File: config.mk
export PLATFORM = sky130hd
export DESIGN_NAME = seq_multiplier
export DESIGN_NICKNAME = d
export VERILOG_FILES = /design/src/rtl/seq_multiplier.sv
export SDC_FILE = /design/constraint.sdc
export NUM_CORES = 1
export LEC_CHECK = 0
export ABC_AREA = 1
export CORE_MARGIN = 2
export CORE_UTILIZATION = 30
export CTS_BUF_LIST = sky130_fd_sc_hd__clkbuf_4 sky130_fd_sc_hd__clkbuf_8
export DETAILED_ROUTE_END_ITERATION = 6
export PLACE_DENSITY_LB_ADDON = 0.12
export SYNTH_ARGS = -nofsm -noshare
export SYNTH_HDL_FRONTEND = slang
export SYNTH_SLANG_ARGS = --single-unit
File: constraint.sdc
create_clock -name i_clock -period 3.3 [get_ports i_clock]
set_input_delay 0.66 -clock i_clock [delete_from_list [all_inputs] [get_ports i_clock]]
set_output_delay 0.66 -clock i_clock [all_outputs]
set_load 0.05 [all_outputs]
File: src/rtl/seq_multiplier.sv
// seq_multiplier: shift-add multiplier with signed/unsigned mode and start/busy/finished handshake; optional SEQ_MULTIPLIER_EARLY_EXIT_EN
module seq_multiplier #(
  parameter int BITS = 8
) (
  input  logic              i_clock,
  input  logic              i_reset,
  input  logic              i_start,
  input  logic              i_signed,
  input  logic [BITS-1:0]   i_multiplicand,
  input  logic [BITS-1:0]   i_multiplier,
  output logic              o_busy,
  output logic              o_finished,
  output logic [2*BITS-1:0] o_product
);
  localparam int CW = $clog2(BITS + 1);
  typedef enum logic [1:0] {IDLE, RUN, FIX} state_t;
  state_t state_q, state_d;
  logic [2*BITS-1:0] mcand_q, mcand_d, acc_q, acc_d, product_q, product_d;
  logic [BITS-1:0] mplier_q, mplier_d, a_mag, b_mag;
  logic [CW-1:0] cnt_q, cnt_d;
  logic neg_q, neg_d, fin_q, fin_d, last;
  assign a_mag = (i_signed & i_multiplicand[BITS-1]) ? -i_multiplicand : i_multiplicand;
  assign b_mag = (i_signed & i_multiplier[BITS-1]) ? -i_multiplier : i_multiplier;
`ifdef SEQ_MULTIPLIER_EARLY_EXIT_EN
  assign last = (cnt_q == CW'(1)) | (mplier_q[BITS-1:1] == '0);
`else
  assign last = cnt_q == CW'(1);
`endif
  // next-state: accept in IDLE, one multiplier bit per RUN cycle, sign correction in FIX
  always_comb begin
    state_d   = state_q;
    mcand_d   = mcand_q;
    mplier_d  = mplier_q;
    acc_d     = acc_q;
    cnt_d     = cnt_q;
    neg_d     = neg_q;
    product_d = product_q;
    fin_d     = 1'b0;
    if (state_q == IDLE && i_start) begin
      state_d  = RUN;
      mcand_d  = {{BITS{1'b0}}, a_mag};
      mplier_d = b_mag;
      acc_d    = '0;
      cnt_d    = CW'(BITS);
      neg_d    = i_signed & (i_multiplicand[BITS-1] ^ i_multiplier[BITS-1]);
    end else if (state_q == RUN) begin
      acc_d    = mplier_q[0] ? acc_q + mcand_q : acc_q;
      mcand_d  = mcand_q << 1;
      mplier_d = mplier_q >> 1;
      cnt_d    = cnt_q - CW'(1);
      state_d  = last ? FIX : RUN;
    end else if (state_q == FIX) begin
      product_d = neg_q ? -acc_q : acc_q;
      fin_d     = 1'b1;
      state_d   = IDLE;
    end
  end
  // state registers with synchronous reset
  always_ff @(posedge i_clock) begin
    if (i_reset) begin
      state_q   <= IDLE;
      mcand_q   <= '0;
      mplier_q  <= '0;
      acc_q     <= '0;
      cnt_q     <= '0;
      neg_q     <= 1'b0;
      product_q <= '0;
      fin_q     <= 1'b0;
    end else begin
      state_q   <= state_d;
      mcand_q   <= mcand_d;
      mplier_q  <= mplier_d;
      acc_q     <= acc_d;
      cnt_q     <= cnt_d;
      neg_q     <= neg_d;
      product_q <= product_d;
      fin_q     <= fin_d;
    end
  end
  assign o_busy     = state_q != IDLE;
  assign o_finished = fin_q;
  assign o_product  = product_q;
endmodule

# Yosys cells after proc, flatten, opt, wreduce, memory -nomap -nowiden
# Cells that the tools add are included.
[op_classes]
add_sub_neg = 5
n_eq_ne = 3
mux = 14
bitwise_logic = 6
n_reduce_logical = 10
[op_table]
columns = ["operator", "n"]
rows = [
  ["two-way mux 8 bit", 6],
  ["adder 16 bit", 1],
  ["two-way mux 16 bit", 1],
  ["negator 16 bit", 1],
  ["negator 8 bit", 2],
  ["two-way mux 4 bit", 2],
  ["two-way mux 2 bit", 3],
  ["nonzero test 2 bit", 3],
  ["== test 4 x 1 -> 1 bit, second input constant", 1],
  ["subtractor 4 x 1 -> 4 bit, second input constant", 1],
  ["bitwise AND 1 bit", 3],
  ["AND reduction 3 bit", 1],
  ["nonzero test 3 bit", 1],
  ["OR reduction 3 bit", 1],
  ["== test 2 x 1 -> 1 bit, second input constant", 1],
  ["== test 2 bit, second input constant", 1],
  ["logical NOT 2 bit", 1],
  ["two-way mux 1 bit", 2],
  ["NOT 1 bit", 2],
  ["AND reduction 2 bit", 1],
  ["OR reduction 2 bit", 1],
  ["logical AND 1 bit", 1],
  ["bitwise XOR 1 bit", 1],
]
[word_totals]
ff_bits = 64
input_bits = 20
output_inout_bits = 18
word_cells = 49

# Depth between registers and ports, before layout
[depth]
word_depth = 4
ltp_mapped = 12

# Worst setup path after synthesis
# OpenSTA, ideal clock, no wires.
[synth_path]
path_type = "reg-to-reg"
startpoint = "register mcand_q[0]"
endpoint = "register acc_q[8]"
setup_time_ps = 109
t_arrival_ps = 1523
t_required_ps = 3191
slack_ps = 1668
stages_incl_launch_ff = 12
path_buffers = 0
cell_sequence = "dfxtp_1 -> ha_1 -> fa_1 -> nand2_1 -> nand2_1 -> and2_4 -> nand2_1 -> nand2_1 -> xnor2_1 -> nand2_1 -> nand2_1 -> inv_1"
[synth_between]
elab_chain_len = 1
[synth_rtl]
columns = ["item", "line_no", "source"]
rows = [
  ["from (decl)", "18", "logic [2*BITS-1:0] mcand_q, mcand_d, acc_q, acc_d, product_q, product_d;"],
  ["from (signal assigned)", "71", "mcand_q <= mcand_d;"],
  ["adder 16 bit", "47", "acc_d = mplier_q[0] ? acc_q + mcand_q : acc_q;"],
  ["to (signal assigned)", "64", "acc_q <= '0;"],
  ["to (signal assigned)", "73", "acc_q <= acc_d;"],
  ["to (decl)", "18", ""],
]
# Every way passes these cells.
# A chain may end at the register's enable or synchronous reset.

# Worst setup path after layout
[layout_path]
startpoint = "register state_q[0]"
endpoint = "output port o_busy"
[layout_between]
elab_chain_len = 1
[layout_rtl]
columns = ["item", "line_no", "source"]
rows = [
  ["from (decl)", "17", "state_t state_q, state_d;"],
  ["from (signal assigned)", "70", "state_q <= state_d;"],
  ["nonzero test 2 bit", "80", "assign o_busy = state_q != IDLE;"],
  ["to (decl)", "11", "output logic o_busy,"],
]
# Every way passes these cells.

==> run_results.csv <==
group,metric,value,unit
outcome,outcome,"finished, final reports clean",
grt,overflow,0,
sta,timing.fmax,392,MHz
logic_synthesis,ys_ff_latch,64,
logic_synthesis,synth_top_area_share,31.1,%
setup_path,crit_chain,"inv_1 -> ha_1 -> inv_1 -> clkdlybuf4s50_1",
floorplan,die_h,121,µm
logic_synthesis,synth.area.top_cells,"dfxtp_1 31%, nand2_1 15%, inv_1 9.3%",
logic_synthesis,synth_top_family_by_area,"simple AND/OR/NAND/NOR gates",
cells_and_area,nets,714,
setup_path,critPathLaunch,"state_q[0]",
routing,wire_per_inst,12.6,µm
routing,drc,0,
setup_path,r2r_start,"mcand_q[0]",
sta,min_period,2.55,ns
setup_path,cpLargestDelayFamily,"buffers and inverters",
setup_path,worst_ep_arrival_time,1.89,ns
floorplan,initial_core_util,30.8,%
setup_path,end_kind,"output port",
sta,setup_tns,0,ns
setup_path,critPathMostFrequentCell,"inv_1",
sta,relSlewSlack,60.3,%
logic_synthesis,yosysUniqueCellTypes,42,
sta,slew_violations,0,
clocking,cts_buffers,9,
sta,hold_viol_final,0,
logic_synthesis,synth_warnings,0,
min_path,hp-start,"mplier_q[7]",
place,hpwlAfterDp,8.37,mm
logic_synthesis,synth_mux_area_share,0,%
logic_synthesis,synth-xor-area-share,2.98,%
power,ir_drop,0.000245,V
setup_path,critical-path-slowest-cell,"clkdlybuf4s50_1",
clocking,clk-insertion-delay-late,0.35,ns
floorplan,boundaryPins,38,
grt,grt_pass1_wl,17.7,mm
sta,setup_viol_count_final,0,
power,p_per_area,520,nW/µm²
cells_and_area,area_growth,18.1,%
routing,drt-total-wl,10.7,mm
routing,vias,3880,
min_path,hold_class,"reg -> reg",
floorplan,core_area,13300,µm²
clocking,cts_max_path_buffers,2,
clocking,cts_tree,"done",
setup_path,critical_path_required,2.64,ns
logic_synthesis,synth_compound_area_share,15.5,%
power,total_leakage_power,2.31,nW
clocking,post_cts_buffers,0,
setup_path,crit_buf_inv,3,
grt,grt_pass1_vias,3641,
clocking,root_buffer,"clkbuf_8",
setup_path,crit_type,"reg -> out",
place,pre_cts_ws,1.09,ns
floorplan,die_w,121,µm
cells_and_area,fillerInstances,1454,
routing,via_per_inst,4.56,
setup_path,cp_max_fo,3,
sta,timing.final.ws_setup,0.750,ns
logic_synthesis,synth_top_cell_by_area,"dfxtp_1",
clocking,ctsHoldBuffers,0,
job,drv_cap,0,
grt,grt_antenna_before_repair,0,
routing,drtIter0Drc,196,
cells_and_area,diodes,0,
place,portBuffers,37,
sta,skew,0.0142,ns
logic_synthesis,syn-cell-area,4120,µm²
routing,final_antenna_net_count,0,
place,gp_congestion,0.795,
setup_path,max_stage_delay,0.80,ns
power,total_power,2.53,mW
grt,grt_start_max_net_pins,33,
logic_synthesis,ys_seq_area_share,31.1,%
logic_synthesis,syn_nets,677,
sta,period_share,77.3,%
grt,grt.total_usage,15.5,%
logic_synthesis,synth_cells,633,
floorplan,fp-row-count,42,
clocking,cts-resized-gates,0,
logic_synthesis,yosys.area_share.simple,30.4,%
floorplan,die_area,14700,µm²
logic_synthesis,synthAdderAreaFrac,7.47,%
routing,dr.pass1.iters,4,
sta,grt_setup_unrepaired,"false",
sta,tightest_slew,0.595,ns
logic_synthesis,synth.avg_cell_area,6.51,µm²
clocking,cts_max_level,3,
clocking,clkSinkCount,64,
clocking,path_clk_slew,0.06,ns
setup_path,setup.worst_path.start_class,"flip-flop",
cells_and_area,drive_gt1_share,7.70,%
==> report_power, final <==
part           internal, mW  switching [mW]
clock                 0.405           0.309
combinational         0.287           0.574
sequential            0.875          0.0767
total                  1.57           0.960
==> layout by cell type, fill, tap and decap left out, types with 7 or more instances in the layout <==
cell type	count
clkbuf_8	11
xor2_1	9
a21oi_1	53
nand2_2	7
nand2_1	167
inv_1	102
ha_1	23
nand3_1	49
dfxtp_1	64
inv_2	9
clkdlybuf4s50_1	37
nor2_1	42
a31oi_1	9
o21ai_0	34
==> worst min-delay path: cells and delay by family, from the launching register on <==
kind | cells | cell delay (ns)
flops | 1 | 0.31
simple gates | 1 | 0.06
compound gates | 1 | 0.05
==> per-layer routing <==
metal	share of wire (%)	global-route usage, %	routed length, µm	up-vias
li1	-	-	-	2095
met1	54	21.9	5790	1727
met2	42	23.4	4460	52
met3	3.2	3.10	339	6
met4	1.0	5.03	111	0
met5	0	0	0	-
==> worst paths after layout <==
kind,to,slack [ns],cells past startpoint
setup reg to reg,acc_q[10],1.37,12
setup / recovery,o_busy,0.75,4
hold / removal,mplier_q[7],0.47,2
hold reg to reg,mplier_q[7],0.47,2
==> state kept, by name, indices dropped and copies added, names as in the netlist <==
name,flops
acc_q,16
mcand_q,16
o_product,16
mplier_q,8
cnt_q,4
state_q,2
neg_q,1
o_finished,1
==> Yosys cell counts (all sizes together) <==
master	n
o21ai	39
o211ai	3
fa	1
a21oi	54
dfxtp	64
a31oi	9
xnor2	5
buf	12
o21a	1
a21o	3
or2	2
and2	1
inv	112
a211oi	1
clkbuf	4
nand4	4
nor3	6
nand3	52
o221ai	3
xor2	9
nand3b	1
nor2	47
nand2	175
o22ai	2
ha	23
==> per-stage QoR <==
step / utilization [%] / area [µm²] / hold slack (ns) / cells
after floorplan: - / 4120 / 0.444 / 633
after global placement: 34.9 / 4660 / 0.465 / 835
after detailed placement: 34.9 / 4660 / 0.460 / 835
after CTS: 36.4 / 4860 / 0.469 / 851
after global routing: 36.4 / 4860 / 0.492 / 851
final: 36.4 / 4860 / 0.469 / 851
==> logic make-up (layout without fill, tap and decap cells) <==
family / Yosys count / after routing
simple gates: 288 / 288
xor+xnor: 14 / 14
fa+ha+maj: 24 / 24
buf+inv: 128 / 170
flops: 64 / 64
compound gates: 115 / 115
==> layout make-up <==
class	instances	area, µm²	area share, %
well taps	176	220	4.53
multi-input cells	441	2320	47.8
flip-flops and latches	64	1280	26.4
inverters	112	423	8.70
clock buffers	13	166	3.42
clock inverters	3	40.0	0.823
repair buffers	42	408	8.39
No activity file was read; power rests on OpenSTA's default activity.
